## config.mk

```make
export PLATFORM = sky130hd
export DESIGN_NAME = audio_dac
export DESIGN_NICKNAME = d
export VERILOG_FILES = /design/src/rtl/audio_pkg.sv /design/src/rtl/sigma_delta1.sv /design/src/rtl/audio_dac.sv
export SDC_FILE = /design/constraint.sdc
export NUM_CORES = 1
export LEC_CHECK = 0
export ABC_CLOCK_PERIOD_IN_PS = 11700
export CAP_MARGIN = 40
export CORE_MARGIN = 3
export CORE_UTILIZATION = 40
export CTS_CLUSTER_DIAMETER = 30
export DETAILED_ROUTE_END_ITERATION = 8
export DONT_BUFFER_PORTS = 1
export GPL_ROUTABILITY_DRIVEN = 0
export PLACE_DENSITY = 0.51
export SETUP_SLACK_MARGIN = 0.3
export SLEW_MARGIN = 10
export SYNTH_ARGS = -nofsm -noshare
export SYNTH_HDL_FRONTEND = slang
export SYNTH_SLANG_ARGS = --single-unit
```

## constraint.sdc

```tcl
create_clock -name clock -period 11.7 [get_ports clock]
set_clock_uncertainty 0.2 [all_clocks]
set_input_delay 2.34 -clock clock [delete_from_list [all_inputs] [get_ports clock]]
set_output_delay 2.34 -clock clock [all_outputs]
set_load 0.01 [all_outputs]
```

## src/rtl/audio_pkg.sv

```systemverilog
// Shared definitions for the audio output path.
// Holds the mix/gain widths, the fade state encoding and the default source
// levels used by audio_dac.
// No ports: this is a package imported by the audio RTL.
package audio_pkg;

  // Width of the mixed / scaled PCM level
  localparam int MIX_W  = 10;
  // Gain runs 0..16, so it needs 5 bits
  localparam int GAIN_W = 5;
  localparam logic [GAIN_W-1:0] GAIN_MAX = 5'd16;

  // Default contribution of each single-bit ULA source to the mix
  localparam logic [7:0] BEEP_LEVEL_DEFAULT = 8'd96;
  localparam logic [7:0] EAR_LEVEL_DEFAULT  = 8'd32;
  localparam logic [7:0] MIC_LEVEL_DEFAULT  = 8'd16;

  // Gain changes by one step every 2^RAMP_LOG2 clocks while fading
  localparam int RAMP_LOG2_DEFAULT = 8;

  typedef enum logic [1:0] {
    FADE_IN  = 2'd0,
    RUN      = 2'd1,
    FADE_OUT = 2'd2,
    MUTED    = 2'd3
  } fade_state_e;

endpackage

```

## src/rtl/sigma_delta1.sv

```systemverilog
// First-order sigma-delta modulator.
// Turns a W-bit unsigned level into a 1-bit stream whose long-run density of
// ones is din / 2^W. A constant din of 0 yields a constant 0 output.
// Ports:
//   clock - clock
//   reset - asynchronous active-high reset (clears accumulator and output)
//   din   - W-bit unsigned level
//   dout  - registered 1-bit stream (carry out of the accumulator)
module sigma_delta1 #(
  parameter int W = 10
) (
  input  logic         clock,
  input  logic         reset,
  input  logic [W-1:0] din,
  output logic         dout
);

  logic [W-1:0] acc_q, acc_d;
  logic         dout_q, dout_d;
  logic [W:0]   acc_sum;

  // The carry of each accumulation is the output bit; only the low W bits
  // are kept, so the accumulator wraps naturally.
  always_comb begin
    acc_sum = {1'b0, acc_q} + {1'b0, din};
    acc_d   = acc_sum[W-1:0];
    dout_d  = acc_sum[W];
  end

  always_ff @(posedge clock or posedge reset) begin
    if (reset) begin
      acc_q  <= '0;
      dout_q <= 1'b0;
    end else begin
      acc_q  <= acc_d;
      dout_q <= dout_d;
    end
  end

  assign dout = dout_q;

endmodule

```

## src/rtl/audio_dac.sv

```systemverilog
// Audio mixer / DAC front end.
// Mixes the Soundbox sample, an auxiliary channel and the ULA beeper/ear/mic
// bits into a saturated 10-bit level, scales it by a 0..16 gain that ramps
// for click-free start-up and muting, and drives a 1-bit sigma-delta stream.
// Ports:
//   clock    - system clock
//   reset    - asynchronous active-high reset
//   ce       - sample strobe; sources are captured only when high
//   mute     - 1 fades to silence, 0 fades to full gain
//   soundbox - 8-bit unsigned Soundbox sample
//   aux      - 8-bit unsigned auxiliary channel
//   beeper   - ULA speaker bit
//   ear      - ULA ear bit
//   mic      - ULA mic bit
//   pcm      - 10-bit scaled level for digital consumers
//   dout     - sigma-delta bitstream for the RC-filtered pin
//   busy     - high while a fade is in progress
module audio_dac
  import audio_pkg::*;
#(
  parameter logic [7:0] BEEP_LEVEL = BEEP_LEVEL_DEFAULT,
  parameter logic [7:0] EAR_LEVEL  = EAR_LEVEL_DEFAULT,
  parameter logic [7:0] MIC_LEVEL  = MIC_LEVEL_DEFAULT,
  parameter int         RAMP_LOG2  = RAMP_LOG2_DEFAULT
) (
  input  logic             clock,
  input  logic             reset,
  input  logic             ce,
  input  logic             mute,
  input  logic [7:0]       soundbox,
  input  logic [7:0]       aux,
  input  logic             beeper,
  input  logic             ear,
  input  logic             mic,
  output logic [MIX_W-1:0] pcm,
  output logic             dout,
  output logic             busy
);

  localparam logic [MIX_W:0] MIX_LIMIT = 11'd1023;

  logic [MIX_W-1:0]       sum_q, sum_d;
  logic [MIX_W-1:0]       pcm_q, pcm_d;
  logic [GAIN_W-1:0]      gain_q, gain_d;
  logic [RAMP_LOG2-1:0]   ramp_q, ramp_d;
  fade_state_e            state_q, state_d;

  logic [MIX_W:0]         mix_sum;
  logic [MIX_W+GAIN_W-1:0] product;
  logic                   fading;
  logic                   step;
  logic                   unused_product_bits;

  // Mix: 11-bit sum of all sources, clamped to the 10-bit range and captured
  // only on the sample strobe so glitches between strobes never reach the mix.
  always_comb begin
    mix_sum = {3'b000, soundbox} + {3'b000, aux}
            + (beeper ? {3'b000, BEEP_LEVEL} : '0)
            + (ear    ? {3'b000, EAR_LEVEL}  : '0)
            + (mic    ? {3'b000, MIC_LEVEL}  : '0);
    sum_d = sum_q;
    if (ce) begin
      sum_d = (mix_sum > MIX_LIMIT) ? '1 : mix_sum[MIX_W-1:0];
    end
  end

  // Gain: a full-scale gain of 16 maps to unity, hence the divide by 16.
  always_comb begin
    product = {{GAIN_W{1'b0}}, sum_q} * {{MIX_W{1'b0}}, gain_q};
    pcm_d   = product[MIX_W+3:4];
  end

  assign unused_product_bits = ^{product[MIX_W+GAIN_W-1:MIX_W+4], product[3:0]};

  // Fade control. A step fires on the clock where the ramp counter wraps to
  // zero. A mute change on a step clock still applies that step in the old
  // direction while the state flips. The counter restarts whenever a fade
  // finishes so the next fade gets a full first period.
  always_comb begin
    state_d = state_q;
    gain_d  = gain_q;
    ramp_d  = ramp_q;
    fading  = (state_q == FADE_IN) || (state_q == FADE_OUT);
    step    = fading && (ramp_q == {RAMP_LOG2{1'b1}});

    if (fading) begin
      ramp_d = ramp_q + 1'b1;
    end

    case (state_q)
      FADE_IN: begin
        if (step && (gain_q < GAIN_MAX)) begin
          gain_d = gain_q + 1'b1;
        end
        if (mute) begin
          state_d = FADE_OUT;
        end else if (gain_d == GAIN_MAX) begin
          state_d = RUN;
        end
      end
      RUN: begin
        gain_d = GAIN_MAX;
        if (mute) begin
          state_d = FADE_OUT;
        end
      end
      FADE_OUT: begin
        if (step && (gain_q != '0)) begin
          gain_d = gain_q - 1'b1;
        end
        if (!mute) begin
          state_d = FADE_IN;
        end else if (gain_d == '0) begin
          state_d = MUTED;
        end
      end
      MUTED: begin
        gain_d = '0;
        if (!mute) begin
          state_d = FADE_IN;
        end
      end
      default: begin
        state_d = FADE_IN;
        gain_d  = '0;
      end
    endcase

    if ((state_d == RUN) || (state_d == MUTED)) begin
      ramp_d = '0;
    end
  end

  always_ff @(posedge clock or posedge reset) begin
    if (reset) begin
      sum_q   <= '0;
      pcm_q   <= '0;
      gain_q  <= '0;
      ramp_q  <= '0;
      state_q <= FADE_IN;
    end else begin
      sum_q   <= sum_d;
      pcm_q   <= pcm_d;
      gain_q  <= gain_d;
      ramp_q  <= ramp_d;
      state_q <= state_d;
    end
  end

  sigma_delta1 #(
    .W(MIX_W)
  ) u_sigma_delta (
    .clock (clock),
    .reset (reset),
    .din   (pcm_q),
    .dout  (dout)
  );

  assign pcm  = pcm_q;
  assign busy = (state_q == FADE_IN) || (state_q == FADE_OUT);

endmodule

```

======== After elaboration in Yosys (flattened, before gate mapping) ========
Cells that the tools add are included.
cells by class
  multiply operators ...................... 1
  $lt $le $gt $ge ......................... 2
  div/mod/pow operators ................... 0
  bitwise logic cells ..................... 0
  add/sub/neg operators ................... 8
  mux-type cells .......................... 18
  shift-type cells ........................ 0
  equality and inequality tests ........... 7
  reductions and logical operators ........ 9
operator list
  cell                                                                    count
  5-bit 2-to-1 mux                                                        5
  5-bit one-hot mux with 4 select lines                                   1
  8-bit 2-to-1 mux                                                        2
  10-bit by 5-bit multiplier with 14-bit output                           1
  2-bit 2-to-1 mux                                                        6
  10-bit by 10-bit adder with 11-bit output                               1
  10-bit by 6-bit adder with 11-bit output                                1
  11-bit by 5-bit adder with 11-bit output                                1
  11-bit by 10-bit > comparator with 1-bit output, second input constant  1
  9-bit by 7-bit adder with 10-bit output                                 1
  10-bit 2-to-1 mux                                                       1
  8-bit by 8-bit adder with 9-bit output                                  1
  8-bit by 1-bit adder with 8-bit output, second input constant           1
  8-bit equality test, second input constant                              1
  2-bit one-hot mux with 4 select lines                                   1
  7-bit 2-to-1 mux                                                        1
  2-bit equality test, second input constant                              3
  6-bit 2-to-1 mux                                                        1
  5-bit by 1-bit adder with 5-bit output, second input constant           1
  5-bit equality test, second input constant                              1
  5-bit logical NOT                                                       1
  5-bit < comparator, second input constant                               1
  5-bit nonzero test                                                      1
  5-bit by 1-bit subtractor with 5-bit output, second input constant      1
  other kinds (5)                                                         9
word-level totals
  bits in latches ......................... 0
  logic and storage cells ................. 52
  memories ................................ 0
  input bits .............................. 23
  bits in read-only memories .............. 0
  RAM bits ................................ 0
  register bits ........................... 46
  output and inout bits ................... 12

======== Logic depth before layout (Yosys ltp) ========
Gate-level depths: netlist of run 1.
  depth after elaboration ................. 13
  depth in mapped cells ................... 16
  mapped depth without buffers ............ 14

======== Hierarchy ========
Synthesis of run 1 repeated with hierarchy kept, for this count alone.
second synthesis, totals
  cell total of the unflattened synthesis .. 449
  area, all modules ....................... 4260.3 µm²
modules (own cells, without submodules)
  module        instances  cells each  area each (µm²)  sequential area each (µm²)
  audio_dac     1          383         3553.4           875.8
  sigma_delta1  1          66          706.9            275.3

======== Worst setup path before layout of run 1 ========
OpenSTA, ideal clock, no wires.
  path type ............................... input port to flip-flop
  from .................................... in soundbox[5]
  to ...................................... reg sum_q[8]
  setup slack ............................. 7025 ps
  required time ........................... 11418 ps
  library setup time ...................... 82 ps
  arrival ................................. 4393 ps
  cell stages on the path ................. 10
  buffers on the path ..................... 0
  cell sequence ........................... inv_1 fa_1 inv_1 fa_1 ha_1 o21ai_0 a21oi_1 o21ai_0 a21o_1 a31oi_1
on the way
  word-level cells in the longest chain between the ends .. 6
ends and longest elaborated chain
  what                                             line              source
  start, declared                                  audio_dac.sv:30   input logic [7:0] soundbox,
  8-bit by 8-bit adder with 9-bit output (*)       audio_dac.sv:57   mix_sum = {3'b000, soundbox} + {3'b000, aux}
  9-bit by 7-bit adder with 10-bit output (*)      audio_dac.sv:58   + (beeper ? {3'b000, BEEP_LEVEL} : '0)
  10-bit by 6-bit adder with 11-bit output (*)     audio_dac.sv:59   + (ear ? {3'b000, EAR_LEVEL} : '0)
  11-bit by 5-bit adder with 11-bit output (*)     audio_dac.sv:60   + (mic ? {3'b000, MIC_LEVEL} : '0);
  11-bit by 10-bit > comparator with 1-bit output  audio_dac.sv:63   sum_d = (mix_sum > MIX_LIMIT) ? '1 : mix_sum[MIX_W-1:0];
  10-bit 2-to-1 mux (*)                            audio_dac.sv:63
  end signal, assigned                             audio_dac.sv:142  sum_q <= sum_d;
  end, declared                                    audio_dac.sv:42   logic [MIX_W-1:0] sum_q, sum_d;
Every way passes the cells marked *; elsewhere a longest branch is shown, timed or not.
A chain may end at the register's enable or synchronous reset.

======== Final worst setup path of run 1 ========
  from .................................... reg gain_q[4]
  to ...................................... reg pcm_q[9] (netlist: pcm[9])
on the way
  word-level cells in the longest chain between the ends .. 1
ends and longest elaborated chain
  what                                           line              source
  start, declared                                audio_dac.sv:44   logic [GAIN_W-1:0] gain_q, gain_d;
  start signal, assigned                         audio_dac.sv:144  gain_q <= gain_d;
  10-bit by 5-bit multiplier with 14-bit output  audio_dac.sv:69   product = {{GAIN_W{1'b0}}, sum_q} * {{MIX_W{1'b0}}, gain_q};
  via product[13]                                audio_dac.sv:49   logic [MIX_W+GAIN_W-1:0] product;
  end signal, assigned                           audio_dac.sv:143  pcm_q <= pcm_d;
  end, declared                                  audio_dac.sv:43   logic [MIX_W-1:0] pcm_q, pcm_d;
The timed path passes the listed nets, and every way through them passes these cells.

==> impl_metrics.ini, run 1 <==
[run_status]
status = finished clean

[sta]
setup_ws_ns = 7.14
slew_headroom_pct = 62.0
fin_crit_sh_pct = 38.9
drv_slew = 0
tightest_slew_ns = 0.562
fin_crit_ns = 4.56
rsz0062_at_grt = no
tns_ns = 0
max_freq_mhz = 220
timing_hold_violations_final = 0
setup_viol = 0

[cells_and_area]
drive_gt1_share_pct = 5.30
fin_nets = 537
antenna_cells = 0
post-route-util_pct = 44.0
multiInputGateArea_um2 = 2640
regArea_um2 = 1150
fillerInstances = 934
stdcell_count = 567
area_delta_synth_final_pct = 5.79

[synth]
synth_edf_count = 0
synthArstFlopShare_pct = 100
synth_nets = 539
synth_cell_type_count = 47
syn_area_um2 = 4110
synth-seq-cells = 46
synth_warnings = 0
synth_area_per_cell_um2 = 9.44
synth-main-ff-cell = dfrtp_1
seq_area_frac_synth_pct = 28.0
syn_inst = 435

[floorplan]
start_util_pct = 41.6
rows = 36
die_h_um = 107
coreArea_um2 = 9860
io-pin-count = 35
die_x_um = 107
die-area_um2 = 11500

[critical_path]
crit_arrival_ns = 4.55
cp_slowest_stage_delay_ns = 0.69
cp-end-kind = register
required_ns = 11.69
cp.depth = 12
cp_max_fo = 17
path_common_cell = fa_1
cp_num_buf_inv = 1
rrSetupSlack_ns = 7.14
crit_path_start_kind = register
critPathKind = register to register
critPathSlowestCell = dfrtp_1
worstRegToRegCells = 12
cp_top_family = adder cells
path_cells = nand2_1 > fa_1 > fa_1 > fa_1 > inv_1 > ha_1 > a21oi_1 > o22ai_1 > a41oi_2 > a21oi_1 > or4_1 > and3_1

[route]
routed_via_density = 4.79
drc = 0
firstDrtPassIters = 4
first_iter_violations = 114
vias = 2715
avgRoutedWirePerCell_um = 12.0
wl_mm = 6.81
ant_nets = 0

[clock_tree]
clk_pin_slew_worst_paths_ns = 0.09
cts_buffers = 5
hold_buffers = 0
cts.sinks = 46
clock_latency_ns = 0.30
post_cts_resized = 0
cts_root_buf = clkbuf_8
cts_tree = done
cts_setup_buffers = 0
clk_path_buf_depth = 2
cts.htree.levels = 2

[run]
cap_violations = 0

[place]
dp.cells = 559
port-buffer-count = 0
pre_cts_slack_ns = 6.87
dp_hpwl_mm = 5.52

[global_route]
grt_pass1_wl_mm = 12.3
grt_overflow = 0
grt_max_degree = 36
gr-usage-all-layers_pct = 12.9
antenna_found_initial = 0
grt_pass1_vias = 2766

[power]
power_frac_clock_pct = 13.9
seq_power_share_pct = 39.0
power.total_w = 0.000701
p_int_w = 0.000412
p_per_area_nw_per_um2 = 161
p_leak_nw = 2.19
ir_worst_vdd_v = 0.0000756
power.switching_w = 0.000288
comb_power_share_pct = 47.1
switching_share_pct = 41.2

[min_path]
hold_path_class = register to register
hold-path-cell-count = 1
-- final cells by class --
class / instances / share of cell area, %
sequential: 46 / 26.5
timing repair buffer: 1 / 0.461
tap: 133 / 3.83
clock inverter: 3 / 0.490
inverter: 73 / 6.31
clock buffer: 5 / 1.58
multi-input combinational: 306 / 60.8
-- routing by layer --
layer,vias up,global-route usage [%],share of wire (%)
li1,1410,-,-
met1,1257,17.7,51
met2,46,21.1,44
met3,2,2.40,3.9
met4,0,3.01,0.65
met5,-,0,0
-- sequential cells by signal, indices dropped and copies added (netlist names) --
register,cells
gain_q,5
pcm,10
ramp_q,8
state_q,2
sum_q,10
u_sigma_delta.acc_q,10
u_sigma_delta.dout,1
-- final timing paths --
kind	from	end
setup / recovery	gain_q[4]$_DFF_PP0_	pcm[9]$_DFF_PP0_
hold / removal	u_sigma_delta.acc_q[0]$_DFF_PP0_	u_sigma_delta.acc_q[0]$_DFF_PP0_
setup reg to reg	gain_q[4]$_DFF_PP0_	pcm[9]$_DFF_PP0_
max in group asynchronous	reset	sum_q[3]$_DFFE_PP0P_
min in group asynchronous	reset	ramp_q[0]$_DFFE_PP0P_
hold reg to reg	u_sigma_delta.acc_q[0]$_DFF_PP0_	u_sigma_delta.acc_q[0]$_DFF_PP0_
-- Yosys cell counts, drive strengths merged (2+ instances only) --
master | n | area (µm²)
nand2 | 31 | 119
o31ai | 3 | 22.5
o21ai | 14 | 70.1
ha | 52 | 651
inv | 73 | 274
a31oi | 4 | 25.0
fa | 29 | 581
xor2 | 9 | 78.8
a21o | 4 | 30.0
nand4b | 2 | 32.5
or4 | 3 | 30.0
mux2i | 2 | 20.0
xnor2 | 21 | 184
a22oi | 2 | 15.0
and3 | 4 | 25.0
o21a | 4 | 30.0
clkbuf | 9 | 33.8
and2 | 28 | 175
dfrtp | 46 | 1150
a21oi | 16 | 80.1
nor2 | 36 | 143
o22ai | 2 | 12.5
nor2b | 6 | 37.5
mux2 | 5 | 56.3
nand3 | 7 | 35.0
nor3 | 4 | 20.0
nor3b | 2 | 20.0
nand4 | 3 | 18.8
-- cell usage in the layout, fill, tap and decap left out, types with 2 or more instances in the layout --
master / netlist / layout
nand4_1: 3 / 3
a22oi_1: 2 / 2
nand2_1: 30 / 30
inv_1: 73 / 72
a21o_1: 4 / 4
o21a_1: 4 / 4
xor2_1: 9 / 9
xnor2_1: 21 / 21
and3_1: 4 / 4
or4_4: 2 / 2
and2_1: 28 / 28
nor2b_1: 6 / 6
mux2_2: 5 / 5
o22ai_1: 2 / 2
dfrtp_1: 46 / 46
mux2i_1: 2 / 2
o21ai_0: 14 / 14
a31oi_1: 4 / 4
nor2_1: 35 / 35
nand3_1: 7 / 7
ha_1: 52 / 52
o31ai_1: 3 / 3
nor3_1: 4 / 4
fa_1: 29 / 29
clkbuf_8: 0 / 5
a21oi_1: 16 / 16
-- kinds of logic after synthesis --
logic type	after synthesis	synth area share [%]
adders and majority gates	81	30.0
xor gates and xnor gates	30	6.40
buffers and inverters	83	7.62
AOI/OAI and AO/OA	58	8.99
muxes	7	1.86
DFF	46	28.0
and+or+nand+nor	130	17.1
-- power by group through the flow --
stage                     sequential, W  combinational (W)  clock [W]
after detailed placement       0.000279           0.000333          0
after global routing           0.000285           0.000387   0.000110
after floorplan                0.000252           0.000292          0
final                          0.000273           0.000330  0.0000976
after CTS                      0.000276           0.000337   0.000104
after global placement         0.000277           0.000325          0
-- through the flow --
| stage | cell area (µm²) | hold slack [ns] |
|---|---|---|
| floorplan | 4110 | 0.243 |
| global placement | 4230 | 0.253 |
| detailed placement | 4250 | 0.260 |
| CTS | 4340 | 0.282 |
| global route | 4340 | 0.298 |
| finish | 4340 | 0.275 |
-- worst reg2reg max path, delay by kind of cell, from the launching register on --
family / cells / cell delay (ns)
adder cells (fa/ha/maj): 4 / 1.94
AO/OA/AOI/OAI: 4 / 0.80
AND/OR/NAND/NOR: 3 / 0.79
flip-flops: 1 / 0.69
buffers and inverters: 1 / 0.04
(Power assumes the default switching activity.)
==> inputs of run 2 (changes only) <==
--- a/config.mk
+++ b/config.mk
@@ -5,7 +5,7 @@
 export SDC_FILE = /design/constraint.sdc
 export NUM_CORES = 1
 export LEC_CHECK = 0
-export ABC_CLOCK_PERIOD_IN_PS = 11700
+export ABC_CLOCK_PERIOD_IN_PS = 4660
 export CAP_MARGIN = 40
 export CORE_MARGIN = 3
 export CORE_UTILIZATION = 40
==> constraint.sdc (replaced) <==
create_clock -name clock -period 4.66 [get_ports clock]
set_clock_uncertainty 0.2 [all_clocks]
set_input_delay 0.932 -clock clock [delete_from_list [all_inputs] [get_ports clock]]
set_output_delay 0.932 -clock clock [all_outputs]
set_load 0.01 [all_outputs]
==> impl_metrics.ini, run 2 (synthesis results as in run 1) <==
[run_status]
status = finished clean

[clock_tree]
cts_buffers = 5
cts_tree = done
cts_root_buf = clkbuf_8
clk_path_buf_depth = 2
clk_pin_slew_worst_paths_ns = 0.08
clock_latency_ns = 0.29
cts.sinks = 46
cts.htree.levels = 2

[sta]
max_freq_mhz = 240
tns_ns = 0
rsz0062_at_grt = no
tightest_slew_ns = 0.588
setup_viol = 0
fin_crit_ns = 4.17
fin_crit_sh_pct = 89.4
setup_ws_ns = 0.492
timing_hold_violations_final = 0
drv_slew = 0
slew_headroom_pct = 60.2

[cells_and_area]
post-route-util_pct = 44.9
antenna_cells = 0
regArea_um2 = 1150
stdcell_count = 573
final_common_cell = inv_1
fin_nets = 544
final_cell_mix = inv_1, ha_1, dfrtp_1
multiInputGateArea_um2 = 2650
drive_gt1_share_pct = 7.73
fillerInstances = 992
area_delta_synth_final_pct = 7.95

[route]
ant_nets = 0
wl_met3_um = 281
highest_layer = met4
wl_met1_mm = 3.51
wl_mm = 6.98
met2_length_mm = 3.11
vias = 2769
firstDrtPassIters = 4
first_iter_violations = 105
drc = 0
routed_via_density = 4.83
avgRoutedWirePerCell_um = 12.2

[critical_path]
r2r-start = gain_q[4]$_DFF_PP0_
crit_arrival_ns = 4.16
crit_path_start_kind = register
required_ns = 4.65
cp_max_fo = 7
cp-end-kind = register
critPathKind = register to register
startpoint = gain_q[4]$_DFF_PP0_

[power]
switching_share_pct = 39.2
seq_power_share_pct = 36.7
p_int_w = 0.00112
p_leak_nw = 2.24
power.total_w = 0.00184
power_frac_clock_pct = 16.6
comb_power_share_pct = 46.7
p_per_area_nw_per_um2 = 415
power.switching_w = 0.000721
ir_worst_vdd_v = 0.000187

[global_route]
antenna_found_initial = 0
grt_overflow = 0
grt_max_degree = 26
grt_pass1_wl_mm = 12.4
gr-usage-all-layers_pct = 13.1
grt_pass1_vias = 2745

[floorplan]
die-area_um2 = 11500
die_h_um = 107
die_x_um = 107
coreArea_um2 = 9860
io-pin-count = 35
start_util_pct = 41.6
rows = 36

[place]
dp_hpwl_mm = 5.64
dp.cells = 561
port-buffer-count = 0
pre_cts_slack_ns = 0.206

[min_path]
worstHoldStart = u_sigma_delta.acc_q[0]$_DFF_PP0_
hold_path_class = register to register

[run]
cap_violations = 0
-- run 2: cell type report --
type / instances / share of cell area, %
Multi-Input combinational cell: 306 / 59.8
Sequential cell: 46 / 26.1
Inverter: 73 / 6.18
Tap cell: 133 / 3.75
Clock buffer: 6 / 1.86
Timing Repair Buffer: 8 / 1.64
Clock inverter: 1 / 0.678
-- run 2: critical path: stages (launching register included) --
cell	delay, ns
dfrtp_2	0.45
and2_1	0.19
fa_1	0.50
fa_1	0.54
inv_1	0.05
fa_1	0.52
inv_1	0.04
ha_1	0.34
a21oi_1	0.16
o21ai_0	0.12
a41oi_2	0.22
a21oi_2	0.11
or4_1	0.46
and3_1	0.15
-- run 2: path summary, 6_finish.rpt --
path / endpoint / cells after the start / slack (ns)
hold reg to reg: u_sigma_delta.acc_q[0]$_DFF_PP0_ / 1 / 0.28
setup / recovery: pcm[9]$_DFF_PP0_ / 13 / 0.49
hold / removal: u_sigma_delta.acc_q[0]$_DFF_PP0_ / 1 / 0.28
setup reg to reg: pcm[9]$_DFF_PP0_ / 13 / 0.49
max in group asynchronous: pcm[5]$_DFF_PP0_ / 2 / 3.42
min in group asynchronous: ramp_q[0]$_DFFE_PP0P_ / 1 / 0.34
-- run 2: power by group through the flow --
stage               sequential, W  clock, W  combinational, W
finish                   0.000675  0.000305          0.000858
global route             0.000700  0.000335           0.00100
CTS                      0.000684  0.000321          0.000859
detailed placement       0.000692         0          0.000852
global placement         0.000689         0          0.000834
floorplan                0.000633         0          0.000732
-- run 2: timing repair --
item                                   in CTS  in global routing
pin swaps                                   1                  0
setup endpoints to repair                   1                  3
endpoints found under the hold margin       0                  0
hold buffers                                0                  0
gates resized for setup                     2                  3
buffers inserted                            0                  5
-- run 2: per-layer routing --
| layer | track usage (%) | up-vias |
|---|---|---|
| met2 | 21.0 | 42 |
| met3 | 2.34 | 7 |
| li1 | - | 1414 |
| met4 | 3.01 | 0 |
| met1 | 18.4 | 1306 |
| met5 | 0 | - |
-- run 2: stage by stage --
step / area (µm²) / hold slack (ns)
3_3_place_gp: 4250 / 0.253
2_1_floorplan: 4110 / 0.243
4_1_cts: 4380 / 0.281
3_5_place_dp: 4270 / 0.260
5_1_grt: 4430 / 0.298
6_report: 4430 / 0.276
==> inputs of run 3 (changes only) <==
--- a/config.mk
+++ b/config.mk
@@ -5,11 +5,13 @@
 export SDC_FILE = /design/constraint.sdc
 export NUM_CORES = 1
 export LEC_CHECK = 0
-export ABC_CLOCK_PERIOD_IN_PS = 4660
+export ABC_CLOCK_PERIOD_IN_PS = 5100
 export CAP_MARGIN = 40
+export CORE_ASPECT_RATIO = 1.75
 export CORE_MARGIN = 3
 export CORE_UTILIZATION = 40
 export CTS_CLUSTER_DIAMETER = 30
+export CTS_CLUSTER_SIZE = 40
 export DETAILED_ROUTE_END_ITERATION = 8
 export DONT_BUFFER_PORTS = 1
 export GPL_ROUTABILITY_DRIVEN = 0
==> constraint.sdc (replaced) <==
create_clock -name clock -period 5.1 [get_ports clock]
set_clock_uncertainty 0.2 [all_clocks]
set_input_delay 1.02 -clock clock [delete_from_list [all_inputs] [get_ports clock]]
set_output_delay 1.02 -clock clock [all_outputs]
set_load 0.01 [all_outputs]
==> impl_metrics.ini, run 3 (synthesis results as in run 1) <==
[floorplan]
io-pin-count = 35
rows = 48
start_util_pct = 41.2
coreArea_um2 = 9970
die-area_um2 = 11600
die_h_um = 140
die_x_um = 82.6

[place]
postPlaceCellArea_um2 = 4240
port-buffer-count = 0
dp_hpwl_mm = 6.18

[sta]
drv_slew = 0
tightest_slew_ns = 0.656
setup_viol = 0
fin_crit_ns = 4.38
rsz0062_at_grt = no
max_freq_mhz = 228
timing_hold_violations_final = 0
fin_crit_sh_pct = 85.8
slew_headroom_pct = 55.7
tns_ns = 0

[clock_tree]
clk_pin_slew_worst_paths_ns = 0.07
cts.sinks = 46
cts_tree = done
cts_buffers = 5
cts_setup_buffers = 0
cts_root_buf = clkbuf_16
cts.htree.levels = 2
clock_latency_ns = 0.29
clk_path_buf_depth = 2

[min_path]
hold_path_class = register to register

[run_status]
status = finished clean

[power]
switching_share_pct = 40.0
seq_power_share_pct = 36.5
p_per_area_nw_per_um2 = 392
power.switching_w = 0.000690
ir_worst_vdd_v = 0.000205
comb_power_share_pct = 44.6
power.total_w = 0.00172
power_frac_clock_pct = 18.9
p_int_w = 0.00103
p_leak_nw = 2.22

[critical_path]
crit_path_start_kind = register
path_cells = and2_1 > fa_1 > fa_1 > inv_1 > fa_1 > inv_1 > ha_1 > nand4_1 > o22ai_1 > a41oi_2 > a21oi_1 > or4_1 > and3_1
crit_arrival_ns = 4.36
cp_slowest_stage_delay_ns = 0.54
cp_num_buf_inv = 2
critPathSlowestCell = fa_1
cp-end-kind = register
path_common_cell = fa_1
cp_max_fo = 17
critPathKind = register to register
cp_top_family = adder cells
required_ns = 5.08

[global_route]
grt_pass1_wl_mm = 12.8
grt_pass1_vias = 2868
gr-usage-all-layers_pct = 14.1
top_usage_layer = met2
grt_overflow = 0
antenna_found_initial = 0
grt_max_degree = 26
use_met2_pct = 25.7
groute.layer.met3.usage_pct = 2.06
use_met1_pct = 15.9

[cells_and_area]
finish.instance_area_um2 = 4390
fin_nets = 537
final_common_cell = inv_1
area_delta_synth_final_pct = 7.01
drive_gt1_share_pct = 5.99
final_cell_mix = inv_1, ha_1, dfrtp_1
antenna_cells = 0

[run]
cap_violations = 0

[route]
wl_mm = 7.46
vias = 2811
ant_nets = 0
first_iter_violations = 59
routed_via_density = 5.03
drc = 0
avgRoutedWirePerCell_um = 13.3
firstDrtPassIters = 4
## run 3: area by class of cell
cell class              count  area (µm²)
repair buffers              1        20.0
flip-flops and latches     46        1150
inverters                  73         274
well taps                 125         156
clock buffers               5         125
fillers                   991        5580
multi-input cells         306        2640
clock inverters             3        21.3
## run 3: per-layer routing
| metal | vias up | part of all wire [%] |
|---|---|---|
| met3 | 12 | 2.8 |
| met4 | 0 | 2.4 |
| met5 | - | 0 |
| li1 | 1404 | - |
| met2 | 43 | 55 |
| met1 | 1352 | 40 |
## run 3: final timing paths
check                      cells past startpoint                              from                                to  slack [ns]
min reg2reg                                    1  u_sigma_delta.acc_q[0]$_DFF_PP0_  u_sigma_delta.acc_q[0]$_DFF_PP0_        0.27
max in group asynchronous                      2                             reset             ramp_q[3]$_DFFE_PP0P_        3.77
min                                            1  u_sigma_delta.acc_q[0]$_DFF_PP0_  u_sigma_delta.acc_q[0]$_DFF_PP0_        0.27
min in group asynchronous                      1                             reset  u_sigma_delta.acc_q[8]$_DFF_PP0_        0.43
max                                           13               gain_q[4]$_DFF_PP0_                  pcm[9]$_DFF_PP0_        0.72
max reg2reg                                   13               gain_q[4]$_DFF_PP0_                  pcm[9]$_DFF_PP0_        0.72
## run 3: through the flow
step / hold slack (ns) / util [%] / std cells / setup WS [ns]
6_report: 0.268 / 44.1 / 559 / 0.722
5_1_grt: 0.286 / 44.1 / 559 / 0.377
4_1_cts: 0.276 / 44.0 / 559 / 0.574
3_5_place_dp: 0.260 / 42.6 / 551 / 0.578
3_3_place_gp: 0.255 / 42.4 / 550 / 0.660
2_1_floorplan: 0.243 / - / 435 / 0.721
## run 3: power groups by stage
| stage | Sequential [W] | Clock, W | Combinational, W |
|---|---|---|---|
| after floorplan | 0.000578 | 0 | 0.000669 |
| after global placement | 0.000635 | 0 | 0.000753 |
| after detailed placement | 0.000640 | 0 | 0.000776 |
| after CTS | 0.000632 | 0.000341 | 0.000783 |
| after global routing | 0.000653 | 0.000354 | 0.000892 |
| final | 0.000630 | 0.000325 | 0.000768 |
## run 3: what timing repair did
| action | 4_1_cts | 5_1_grt |
|---|---|---|
| endpoints found under the setup margin | 0 | 1 |
| resized for setup | 0 | 3 |
| hold buffers | 0 | 0 |
